## src/rtl/voxel_dispatcher_pkg.sv

```systemverilog
// Shared types for the voxel dispatcher: FSM state encoding and the voxel record.
// Latency: n/a (types only).
// Backpressure: n/a.
//
// voxel_t is sized by the VOX_* localparams below; the top-level COORD_BITS and
// PALETTE_BITS parameters must agree with them so the vmem word unpacks cleanly.
package voxel_dispatcher_pkg;

  localparam int VOX_COORD_BITS   = 8;
  localparam int VOX_PALETTE_BITS = 8;

  typedef enum logic [2:0] {
    IDLE,
    FETCH,
    WAIT_DATA,
    BROADCAST,
    WAIT_RAST,
    WAIT_SHADE,
    READOUT,
    FINISH
  } disp_state_t;

  // x occupies the MSBs, matching the voxel memory word layout.
  typedef struct packed {
    logic [VOX_COORD_BITS-1:0]   x;
    logic [VOX_COORD_BITS-1:0]   y;
    logic [VOX_COORD_BITS-1:0]   z;
    logic [VOX_PALETTE_BITS-1:0] id;
  } voxel_t;

endpackage

```

## src/rtl/voxel_dispatcher_scan.sv

```systemverilog
// Row-major row/col scan counter for shader readout, with framebuffer address.
// Latency: row/col registered; fb_addr and last are combinational from row/col.
// Backpressure: advances only while enable is high; clear has priority.
//
// Ports: clock, reset (async active-low), clear, enable -> row, col, last, fb_addr.
module pixel_scan_counter #(
  parameter int ROWS         = 4,
  parameter int COLS         = 4,
  parameter int ROW_BITS     = 8,
  parameter int COL_BITS     = 8,
  parameter int FB_ADDR_BITS = 16
) (
  input  logic                    clock,
  input  logic                    reset,
  input  logic                    clear,
  input  logic                    enable,
  output logic [ROW_BITS-1:0]     row,
  output logic [COL_BITS-1:0]     col,
  output logic                    last,
  output logic [FB_ADDR_BITS-1:0] fb_addr
);

  logic row_end;
  logic col_end;

  assign row_end = (row == ROW_BITS'(ROWS - 1));
  assign col_end = (col == COL_BITS'(COLS - 1));
  assign last    = row_end && col_end;

  // Computed at framebuffer width; anything beyond it is intentionally dropped.
  assign fb_addr = FB_ADDR_BITS'(row) * FB_ADDR_BITS'(COLS) + FB_ADDR_BITS'(col);

  always_ff @(posedge clock or negedge reset) begin
    if (!reset) begin
      row <= '0;
      col <= '0;
    end else if (clear) begin
      row <= '0;
      col <= '0;
    end else if (enable) begin
      if (col_end) begin
        col <= '0;
        row <= row_end ? '0 : row + ROW_BITS'(1);
      end else begin
        col <= col + COL_BITS'(1);
      end
    end
  end

endmodule

```

## src/rtl/voxel_dispatcher.sv

```systemverilog
// Fetches voxels, broadcasts each to the shader array, then scans pixels to the framebuffer.
// Latency: 5 cycles minimum per voxel (fetch, data, broadcast, 2+ rasterize wait).
// Backpressure: stalls on rasterizing_done/shading_done; readout holds fb_* while fb_ready is low.
//
// Ports: start/voxel_count command; vmem_rd/vmem_addr/vmem_rdata voxel memory;
// valid/voxel_* broadcast; rasterizing_done/shading_done shader status;
// row/col/pixel readout bus; fb_we/fb_addr/fb_data/fb_ready framebuffer; busy/done status.
module voxel_dispatcher
  import voxel_dispatcher_pkg::*;
#(
  parameter int ROWS         = 4,
  parameter int COLS         = 4,
  parameter int ROW_BITS     = 8,
  parameter int COL_BITS     = 8,
  parameter int COORD_BITS   = 8,
  parameter int PALETTE_BITS = 8,
  parameter int PIXEL_BITS   = 8,
  parameter int ADDR_BITS    = 16,
  parameter int FB_ADDR_BITS = 16
) (
  input  logic                               clock,
  input  logic                               reset,
  input  logic                               start,
  input  logic [ADDR_BITS-1:0]               voxel_count,
  output logic                               vmem_rd,
  output logic [ADDR_BITS-1:0]               vmem_addr,
  input  logic [3*COORD_BITS+PALETTE_BITS-1:0] vmem_rdata,
  output logic                               valid,
  output logic [COORD_BITS-1:0]              voxel_x,
  output logic [COORD_BITS-1:0]              voxel_y,
  output logic [COORD_BITS-1:0]              voxel_z,
  output logic [PALETTE_BITS-1:0]            voxel_id,
  input  logic [ROWS*COLS-1:0]               rasterizing_done,
  input  logic [ROWS*COLS-1:0]               shading_done,
  output logic [ROW_BITS-1:0]                row,
  output logic [COL_BITS-1:0]                col,
  input  logic [PIXEL_BITS-1:0]              pixel,
  output logic                               fb_we,
  output logic [FB_ADDR_BITS-1:0]            fb_addr,
  output logic [PIXEL_BITS-1:0]              fb_data,
  input  logic                               fb_ready,
  output logic                               busy,
  output logic                               done
);

  disp_state_t          state;
  logic [ADDR_BITS-1:0] count_q;
  logic [ADDR_BITS-1:0] index;
  logic [ADDR_BITS-1:0] index_inc;
  logic                 rast_armed;
  voxel_t               vox_q;
  voxel_t               rdata_v;
  logic                 scan_en;
  logic                 scan_clr;
  logic                 scan_last;

  assign rdata_v   = voxel_t'(vmem_rdata);
  assign index_inc = index + ADDR_BITS'(1);

  assign voxel_x  = vox_q.x;
  assign voxel_y  = vox_q.y;
  assign voxel_z  = vox_q.z;
  assign voxel_id = vox_q.id;

  // The pixel bus is only meaningful while we are writing; keep fb_data quiet otherwise.
  assign fb_data = fb_we ? pixel : '0;

  // Counter sits at (0,0) outside READOUT, so it is already cleared on entry
  // and returns to 0 as soon as the scan finishes.
  assign scan_en  = (state == READOUT) && fb_ready;
  assign scan_clr = (state != READOUT);

  pixel_scan_counter #(
    .ROWS         (ROWS),
    .COLS         (COLS),
    .ROW_BITS     (ROW_BITS),
    .COL_BITS     (COL_BITS),
    .FB_ADDR_BITS (FB_ADDR_BITS)
  ) u_scan (
    .clock   (clock),
    .reset   (reset),
    .clear   (scan_clr),
    .enable  (scan_en),
    .row     (row),
    .col     (col),
    .last    (scan_last),
    .fb_addr (fb_addr)
  );

  always_ff @(posedge clock or negedge reset) begin
    if (!reset) begin
      state      <= IDLE;
      count_q    <= '0;
      index      <= '0;
      rast_armed <= 1'b0;
      vox_q      <= '0;
      vmem_rd    <= 1'b0;
      vmem_addr  <= '0;
      valid      <= 1'b0;
      fb_we      <= 1'b0;
      busy       <= 1'b0;
      done       <= 1'b0;
    end else begin
      // Single-cycle strobes default low.
      vmem_rd <= 1'b0;
      valid   <= 1'b0;
      done    <= 1'b0;
      case (state)
        IDLE: begin
          if (start) begin
            count_q <= voxel_count;
            index   <= '0;
            busy    <= 1'b1;
            if (voxel_count == '0) begin
              state <= WAIT_SHADE;
            end else begin
              state     <= FETCH;
              vmem_rd   <= 1'b1;
              vmem_addr <= '0;
            end
          end
        end
        FETCH: state <= WAIT_DATA;
        WAIT_DATA: begin
          vox_q <= rdata_v;
          valid <= 1'b1;
          state <= BROADCAST;
        end
        BROADCAST: begin
          rast_armed <= 1'b0;
          state      <= WAIT_RAST;
        end
        WAIT_RAST: begin
          // Shaders need one cycle to drop their previous done flag.
          if (!rast_armed) begin
            rast_armed <= 1'b1;
          end else if (&rasterizing_done) begin
            index <= index_inc;
            if (index_inc == count_q) begin
              state <= WAIT_SHADE;
            end else begin
              state     <= FETCH;
              vmem_rd   <= 1'b1;
              vmem_addr <= index_inc;
            end
          end
        end
        WAIT_SHADE: begin
          if (&shading_done) begin
            state <= READOUT;
            fb_we <= 1'b1;
          end
        end
        READOUT: begin
          if (fb_ready && scan_last) begin
            fb_we <= 1'b0;
            done  <= 1'b1;
            state <= FINISH;
          end
        end
        FINISH: begin
          busy  <= 1'b0;
          state <= IDLE;
        end
        default: state <= IDLE;
      endcase
    end
  end

endmodule

```

## config.mk

```make
export PLATFORM = sky130hd
export DESIGN_NAME = voxel_dispatcher
export DESIGN_NICKNAME = d
export VERILOG_FILES = /design/src/rtl/voxel_dispatcher_pkg.sv /design/src/rtl/voxel_dispatcher_scan.sv /design/src/rtl/voxel_dispatcher.sv
export SDC_FILE = /design/constraint.sdc
export NUM_CORES = 1
export LEC_CHECK = 0
export CAP_MARGIN = 10
export CORE_UTILIZATION = 30
export DETAILED_ROUTE_END_ITERATION = 10
export DONT_BUFFER_PORTS = 1
export GPL_TIMING_DRIVEN = 0
export PLACE_DENSITY = 0.4
export SLEW_MARGIN = 20
export SYNTH_ARGS = -nofsm -noshare
export SYNTH_HDL_FRONTEND = slang
export SYNTH_HIERARCHICAL = 1
export SYNTH_SLANG_ARGS = --single-unit
```

## constraint.sdc

```tcl
create_clock -name clock -period 3.7 [get_ports clock]
set_input_delay 0.555 -clock clock [delete_from_list [all_inputs] [get_ports clock]]
set_output_delay 0.555 -clock clock [all_outputs]
set_load 0.02 [all_outputs]
```

==> results of run 1 <==
placed cells by master (no fill, tap or decap), types with 4 or more instances in the layout:
cell type and count:
nor2b_1 5, nor3_1 12, dfrtp_1 105, o211ai_1 8
nand2b_1 6, nor4_1 13, or3_1 4, o31ai_1 7
mux2_2 48, nor2_1 44, a31oi_1 4, buf_4 9
and2_1 11, conb_1 5, buf_2 7, clkbuf_1 13
and3_1 8, nand2_1 60, nand4_1 10, o21ai_0 35
mux2i_1 20, clkbuf_16 9, xnor2_1 22, xor2_1 13
nand3_1 14, a21oi_1 12, ha_1 9, inv_1 9
routing by layer:
| layer | share of wire | wire [um] | GRT usage |
|---|---|---|---|
| met5 | 0 | 0 | 0 |
| met2 | 0.49 | 7870 | 0.268 |
| met4 | 0.016 | 257 | 0.0589 |
| met1 | 0.43 | 6960 | 0.201 |
| met3 | 0.060 | 960 | 0.0409 |
stage by stage:
step	cell area, sq um	worst slack, ns	cells	hold WS [ns]
2_1_floorplan	5950	1.14	576	0.259
3_3_place_gp	6280	0.276	841	0.264
3_5_place_dp	6280	0.310	841	0.264
4_1_cts	6630	0.288	858	0.150
5_1_grt	6630	0.0655	858	0.159
6_report	6630	0.282	858	0.118
power breakdown:
group	leakage [nW]	total, W	internal [W]	switching, W
sequential	1.43	0.00117	0.00116	0.00000975
combinational	1.20	0.0000854	0.0000318	0.0000535
clock	0.152	0.00103	0.000494	0.000536
total	2.79	0.00228	0.00168	0.000600
cells by family after synthesis:
family	count (synthesis)	share of synthesized area
AOI/OAI and AO/OA	98	0.113
xor gates and xnor gates	37	0.0582
adders and majority gates	10	0.0223
buffers and inverters	40	0.0350
DFF	105	0.443
muxes	68	0.125
other	1	0.000632
and+or+nand+nor	213	0.204
sequential cells by signal (all words and copies together), names as in the netlist:
name,flops
count_q,16
index,16
vmem_addr,16
u_scan/col,8
u_scan/row,8
voxel_id,8
voxel_x,8
voxel_y,8
voxel_z,8
state,3
busy,1
done,1
fb_we,1
rast_armed,1
valid,1
vmem_rd,1
worst max-delay path, delay by kind of cell, from the launching register on:
family / cells / cell delay [ns]
and+or+nand+nor: 4 / 1.75
DFF: 1 / 0.33
AOI/OAI and AO/OA: 2 / 0.35
buffers and inverters: 3 / 0.84
final cells by class:
type	count	share of cell area
Buffer	31	0.0262
Clock buffer	9	0.0340
Clock inverter	7	0.0138
Inverter	9	0.00510
Multi-Input combinational cell	431	0.470
Sequential cell	105	0.396
Tap cell	265	0.0500
Timing Repair Buffer	1	0.00415
final timing paths:
check / end / from
max: index[12] / state[2]
min: vmem_addr[3] / reset
max reg2reg: index[12] / state[2]
min reg2reg: count_q[6] / count_q[6]
max in group asynchronous: busy / reset
min in group clock: count_q[5] / voxel_count[5]
==> metrics.txt, run 1 <==
status completed; crit path launch type flip-flop; register area share after synthesis 0.443; Post-synth EDFFs 0; grt total ovfl 0; warnings from Yosys 6; Total Wirelength roughly 16000 um; die height 143 um; Most common cell on crit path nor2_1; setup slack, reg-to-reg 0.28 ns; crit-path max cell delay roughly 0.80 ns; Worst setup EP type flip-flop; number of synthesized register bits 105; CTS tree built; CTS Hold Bufs 1; share of cells above drive strength 1 0.184; port bufs 0; gr usage total 0.161; Reg area 0.00263 sq mm; syn_area_per_cell 10.4 sq um; Hold Crit Class in2async; WS Path Type reg2reg; final core occ 0.342; synthesized instance count 572; die area roughly 0.020 sq mm; clk_skew ~0.014 ns; Slew Viols, Final 0; DRC Markers 0; clk_lat worst skew 0.37 ns; fin nets 690; Multi-input gate area 0.00312 sq mm; cts bufs inserted 9; Area growth, synth to finish 11.6%; first-pass GRT wire length 24700 um; pin count of the biggest net entering global routing 106; Rel. slew slack 0.377; Post-synth top flop dfrtp_1; Worst EP required roughly 3.9 ns; worst-case reg-to-reg path depth 9; Yosys top cell area share 0.443; fmax 293 MHz; Wirelength per Cell approximately 19 um; CTS resizes 0; Initial Util 0.306; Crit path arrival time 3.63 ns; CORE AREA 0.0194 sq mm; mapped cell area around 0.0059 sq mm; top-count cell post-synth dfrtp_1; clock-pin slew on the worst setup and hold paths 0.09 ns; critical-path cell list clkbuf_1 -> inv_1 -> nor2_1 -> nand2_1 -> nor2_1 -> nor2_1 -> clkbuf_1 -> o21ai_0 -> o21ai_0; initial DRC count 229; # setup viols final 0; Max IR drop VDD 0.211 mV; clock sinks ~110; number of fill cells approximately 2000; final hold vios 0; Power Density 344 mW/mm^2; CP max-delay cell nor2_1; CTS Buffer Depth 2; Synth cell types 66; diode count 0; top cells by area, synth dfrtp_1 (44%), mux2_2 (9.1%), nand2_1 (3.8%); cell taking the most area after synthesis dfrtp_1; Max Cap Viol 0; unrepaired setup endpoints after global routing no; DRT antenna net count 0; Commonest cells post-synth dfrtp_1 (105), nand2_1 (60), mux2_2 (48); FFs w/ async S/R, synth 1.00; Lkg Pwr 2.79 nW; Row Count 51; vias in the first global route 4288; final worst path period share 0.924; Least-Margin Pin Slew 0.931 ns; total power 0.00228 W; vias per cell 5.14; crit-path max FO 10; setup TNS 0 ns; initial antenna violation count 0; post-route minimum period 3.42 ns; IO Pins ~190; 1st-pass router iterations 4; Via Count between 4000 and 5000; Clock Tree Root clkbuf_16; H-tree depth 3; setup bufs post-CTS 0; Die W 143 um; Routability Congestion 0.813; DP HPWL 11800 um
Note: power is estimated with default switching activity, not from simulation.
==> inputs of run 2 (changes only) <==
--- a/config.mk
+++ b/config.mk
@@ -7,10 +7,11 @@
 export LEC_CHECK = 0
 export CAP_MARGIN = 10
 export CORE_UTILIZATION = 30
+export CTS_CLUSTER_SIZE = 25
 export DETAILED_ROUTE_END_ITERATION = 10
 export DONT_BUFFER_PORTS = 1
 export GPL_TIMING_DRIVEN = 0
-export PLACE_DENSITY = 0.4
+export PLACE_DENSITY = 0.41
 export SLEW_MARGIN = 20
 export SYNTH_ARGS = -nofsm -noshare
 export SYNTH_HDL_FRONTEND = slang
==> constraint.sdc (replaced) <==
create_clock -name clock -period 2.8 [get_ports clock]
set_input_delay 0.42 -clock clock [delete_from_list [all_inputs] [get_ports clock]]
set_output_delay 0.42 -clock clock [all_outputs]
set_load 0.02 [all_outputs]
==> run 2 against run 1 <==
  * The flow now finishes with violations (negative hold slack)
  * Wire length increased by 3.3%
  * Final cell count grew 1.9%
  * Clock skew is 0.0056 ns lower
  * Global-route usage is 0.60 points higher
  * Non-clock buffer count rose by 16
  * Die area is the same
  * Total power is 35% higher
  * Clock-buffer cell count unchanged
  * Worst setup slack lost 0.18 ns
  * Largest cell class unchanged
  * Critical endpoint is now fb_addr[8]
  * Highest routed layer unchanged
==> metrics.txt, run 2 (same netlist as run 1, synthesis figures left out) <==
WS Path Type reg2out; vias in the first global route 4433 (+3.4%); Max IR drop VDD 0.248 mV (+18%); fmax 371 MHz; status finished with violations; internal power 0.00237 W (+41%); sequential power share 0.501 (-0.010); final worst slack 0.105 ns (-0.177 ns); clock sinks 105 (unchanged); NetSw 0.000700 W (+17%); grt total ovfl 0 (unchanged); CTS tree built; DRT antenna net count 0 (unchanged); Worst EP required 2.38 ns (-1.53 ns); Max Cap Viol 0 (unchanged); setup TNS 0 ns (unchanged); CORE AREA 0.0194 sq mm (unchanged); Slew Viols, Final 0 (unchanged); Switching Share 0.228 (-0.0351); die area 0.0204 sq mm (unchanged); port bufs 0 (unchanged); Rel. slew slack 0.545 (+0.167); Via Count 4488 (+1.8%); total power 0.00307 W (+35%); Clk network pwr share 0.471 (+0.019); Wirelength per Cell 19.0 um (+1.4%); Power Density 442 mW/mm^2 (+28%); final worst path period share 0.962; most frequent cells in the layout dfrtp_1 (99), nand2_1 (59), mux2_2 (48); failing checks negative hold slack; cts bufs inserted 9 (unchanged); Hold Crit Class in2async; # setup viols final 0 (unchanged); crit-path max FO 6 (-4); number of fill cells 1955 (-3.0%); Initial Util 0.306 (unchanged); clk_lat worst skew 0.36 ns (about the same); combinational power share 0.028 (-0.009); DRC Markers 0 (unchanged); H-tree depth 3 (unchanged); Crit path arrival time 2.27 ns (-1.36 ns); clk_skew 0.00817 ns (-0.00563 ns); post-route minimum period about 2.7 ns; final hold vios 105 (+105); clock-pin slew on the worst setup and hold paths 0.08 ns (about the same); Die W 143 um (unchanged); Clock Tree Root clkbuf_16; gr usage total 0.167 (+0.00600); initial antenna violation count 0 (unchanged); share of cells above drive strength 1 0.243 (+0.0592); first-pass GRT wire length 25700 um (+4.0%); Total Wirelength 16600 um (+3.3%); IO Pins 185 (unchanged); Routability Congestion 0.854 (+5.0%); CTS Buffer Depth 2 (unchanged); die height 143 um (unchanged); Least-Margin Pin Slew 0.681 ns (-0.250 ns); Worst setup EP type output pin; 1st-pass router iterations 4 (unchanged); Area growth, synth to finish 17.2%; fin nets 706 (+2.3%); DP HPWL 12000 um (+1.1%); pin count of the biggest net entering global routing 106 (unchanged); vias per cell 5.14 (about the same); registers with the most flip-flops count_q x16, index x16, vmem_addr x16; WHS -0.246 ns (-0.364 ns); DP Worst Slack -0.561 ns (-0.871 ns); Row Count 51 (unchanged); commonest non-fill, non-tap cell in the layout dfrtp_1; final core occ 0.359 (+0.0169); crit path launch type flip-flop; diode count 0 (unchanged); initial DRC count 242 (+5.7%); Lkg Pwr 2.95 nW (+5.7%)
-- run 2: changes by cell type in the layout (fill, tap and decap cells not counted), moves of 3 or more --
cell and delta:
buf_4 +16, dfrtp_2 +6, dfrtp_1 -6, xnor2_1 -4, xnor2_2 +4, nor4_4 +3
nor2_1 -3, nor2_4 +4
-- run 2: repair_timing --
item	CTS	global route
setup buffers	8	9
endpoints found under the hold margin	105	105
gates resized for setup	24	16
setup endpoints to repair	36	26
pin swaps	9	8
-- run 2: area by class of cell --
class	count	area, sq um	share of cell area
clock inverter	7	109	0.0157
multi-input combinational	431	3290	0.474
buffer	31	186	0.0268
tap	265	332	0.0477
clock buffer	9	225	0.0324
sequential	105	2640	0.379
timing repair buffer	17	140	0.0201
inverter	9	33.8	0.00486
-- run 2: metal layers --
metal  share of wire  wire length, um  track usage
met2            0.49             8120        0.273
met3           0.056              934       0.0439
met1            0.43             7050        0.206
met5               0                0            0
met4           0.029              474       0.0758
-- run 2: worst max-delay path, cell delays in order, from the launching register on --
cell      delay [ns]
dfrtp_2         0.51
ha_1            0.25
fa_2            0.38
a211oi_2        0.23
o21bai_1        0.12
a21oi_2         0.22
xnor2_2         0.20
-- run 2: power groups by stage --
stage                     Sequential [W]  Clock [W]  Combinational, W
after global routing             0.00154    0.00156         0.0000935
after global placement           0.00157          0         0.0000793
after detailed placement         0.00157          0         0.0000802
after floorplan                  0.00157          0         0.0000672
after CTS                        0.00154    0.00150         0.0000852
final                            0.00154    0.00145         0.0000864
-- run 2: path summary, 6_finish.rpt --
path                                startpoint            end  slack (ns)  cells past startpoint
worst min-delay path                     reset       index[2]       -0.25                      0
max in group asynchronous                reset  u_scan/col[3]        2.88                      0
worst min register to register      count_q[4]     count_q[4]        0.53                      1
worst max register to register        index[0]  vmem_addr[10]        0.18                      9
worst max-delay path             u_scan/col[2]     fb_addr[8]        0.11                      6
min in group clock              voxel_count[4]     count_q[4]        0.21                      1
-- run 2: stage by stage --
| stage | cell area [sq um] | std cells |
|---|---|---|
| after global routing | 6960 | 874 |
| after global placement | 6280 | 841 |
| after CTS | 6800 | 865 |
| final | 6960 | 874 |
| after floorplan | 5950 | 576 |
| after detailed placement | 6280 | 841 |
==> inputs of run 3 (changes only) <==
--- a/config.mk
+++ b/config.mk
@@ -12,6 +12,7 @@
 export DONT_BUFFER_PORTS = 1
 export GPL_TIMING_DRIVEN = 0
 export PLACE_DENSITY = 0.41
+export SETUP_SLACK_MARGIN = 0.3
 export SLEW_MARGIN = 20
 export SYNTH_ARGS = -nofsm -noshare
 export SYNTH_HDL_FRONTEND = slang
==> run 3 against run 2 <==
  * The flow still finishes with violations (negative hold slack)
  * Non-clock buffer count increased by 11
  * Final cell count grew 1.3%
  * Wire length fell by 0.77%
  * Global-route usage rose by 0.12 points
  * Cell area increased by 3.9%
  * Largest cell class unchanged
==> metrics.txt, run 3 (same netlist as run 1, synthesis figures left out) <==
Clock Tree Root clkbuf_16; CTS tree built; Worst EP required 2.38 ns (about the same); registers with the most flip-flops count_q x16, index x16, vmem_addr x16; initial DRC count 266 (+9.9%); crit-path max FO 6 (unchanged); vias in the first global route 4651 (+4.9%); Max IR drop VDD 0.243 mV (-1.9%); Die W 143 um (unchanged); clk_lat worst skew 0.36 ns (about the same); crit-path max cell delay 0.52 ns (about the same); CORE AREA 0.0194 sq mm (unchanged); CP top delay family adder cells; # setup viols final 0 (unchanged); Routability Congestion 0.833 (-2.4%); final worst slack 0.196 ns (+0.0907 ns); clock-pin slew on the worst setup and hold paths 0.08 ns (about the same); Area growth, synth to finish 21.7%; Lkg Pwr 3.01 nW (+2.2%); gr usage total 0.168 (+0.00121); total power 0.00295 W (-4.1%); vias per cell 5.12 (-0.30%); clock sinks 105 (unchanged); Crit path arrival time 2.18 ns (-0.09 ns); 1st-pass router iterations 4 (unchanged); die area 0.0204 sq mm (unchanged); Total Wirelength 16500 um (-0.77%); Power Density 408 mW/mm^2 (-7.7%); most frequent cells in the layout dfrtp_1 (88), nand2_1 (58), mux2_2 (48); Finished Cell Area 0.00723 sq mm (+3.9%); DP Worst Slack -0.595 ns (-0.0344 ns); cts bufs inserted 9 (unchanged); Max Cap Viol 0 (unchanged); Initial Util 0.306 (unchanged); H-tree depth 3 (unchanged); crit path launch type flip-flop; final hold vios 105 (unchanged); status finished with violations; failing checks negative hold slack; Row Count 51 (unchanged); pin count of the biggest net entering global routing 106 (unchanged); Via Count 4531 (+0.96%); CTS Buffer Depth 2 (unchanged); DRC Markers 0 (unchanged); share of cells above drive strength 1 0.311 (+0.0683); post-route minimum period 2.60 ns (-0.0907 ns); Hold Crit Class in2async; final worst path period share 0.930 (-0.0324); first-pass GRT wire length 26100 um (+1.6%); Slew Viols, Final 0 (unchanged); unrepaired setup endpoints after global routing yes; Worst setup EP type output pin; Least-Margin Pin Slew 0.615 ns (-0.0655 ns); DP HPWL 12000 um (about the same); Rel. slew slack 0.590 (+0.0453); CP Buf/Inv Count 1 (+1); commonest non-fill, non-tap cell in the layout dfrtp_1; Wirelength per Cell 18.6 um (-2.0%); DRT antenna net count 0 (unchanged); WS Path Type reg2out; grt total ovfl 0 (unchanged); setup TNS 0 ns (unchanged); critical-path cell list ha_4 -> fa_2 -> a211oi_2 -> o21bai_1 -> a21oi_2 -> buf_4 -> nor2_4; clk_skew 0.0126 ns (+0.00444 ns); CP max-delay cell dfrtp_2; fin nets 717 (+1.6%); die height 143 um (unchanged); post-place instance area 0.00629 sq mm (+0.14%); initial antenna violation count 0 (unchanged); WHS -0.249 ns (-0.00292 ns); diode count 0 (unchanged); port bufs 0 (unchanged); IO Pins 185 (unchanged); fmax 384 MHz (+3.5%)
==> run 3: worst reg2reg max path: cells and delay by family (launching register included) <==
family | cells | cell delay (ns)
buffers and inverters | 1 | 0.19
adders and majority gates | 1 | 0.22
xor gates and xnor gates | 2 | 0.36
DFF | 1 | 0.46
and+or+nand+nor | 1 | 0.28
AOI/OAI and AO/OA | 4 | 0.97
==> run 3: final cells by class <==
| cell class | count | area, sq um |
|---|---|---|
| Timing Repair Buffer | 28 | 236 |
| Fill cell | 1967 | 12200 |
| Clock inverter | 7 | 91.3 |
| Multi-Input combinational cell | 431 | 3460 |
| Inverter | 9 | 33.8 |
| Buffer | 31 | 204 |
| Clock buffer | 9 | 225 |
| Tap cell | 265 | 332 |
| Sequential cell | 105 | 2650 |
==> run 3: metrics by stage <==
| stage | instances | utilization |
|---|---|---|
| CTS | 877 | 0.365 |
| global route | 885 | 0.373 |
| detailed placement | 841 | 0.324 |
| floorplan | 576 | - |
| finish | 885 | 0.373 |
| global placement | 841 | 0.324 |
==> run 3: repair_timing <==
item	CTS	global route
endpoints found under the hold margin	105	105
setup endpoints to repair	58	42
setup buffers	20	8
pin swaps	22	20
resized for setup	66	22
==> run 3: final timing paths <==
path / startpoint / end / slack [ns] / cells past startpoint
worst max-delay path: u_scan/col[2] / fb_addr[10] / 0.20 / 7
worst min-delay path: reset / index[1] / -0.25 / 0
worst max register to register: index[1] / vmem_rd / 0.20 / 9
worst min register to register: count_q[1] / count_q[1] / 0.54 / 1
max in group asynchronous: reset / u_scan/row[0] / 2.84 / 0
min in group clock: vmem_rdata[24] / voxel_x[0] / 0.21 / 1
==> run 3: report_power, final <==
group	switching (W)	total (W)	internal, W	leakage (nW)
clock network	0.000666	0.00131	0.000647	0.152
logic	0.0000471	0.0000939	0.0000468	1.45
registers	0.0000129	0.00154	0.00153	1.41
==> run 3: metal layers <==
metal  up-vias  global-route usage  share of wire
met5         -                   0              0
met4         0              0.0702          0.023
met1      2239               0.204           0.41
li1       2150                   -              -
met2       121               0.285           0.50
met3        21              0.0392          0.058
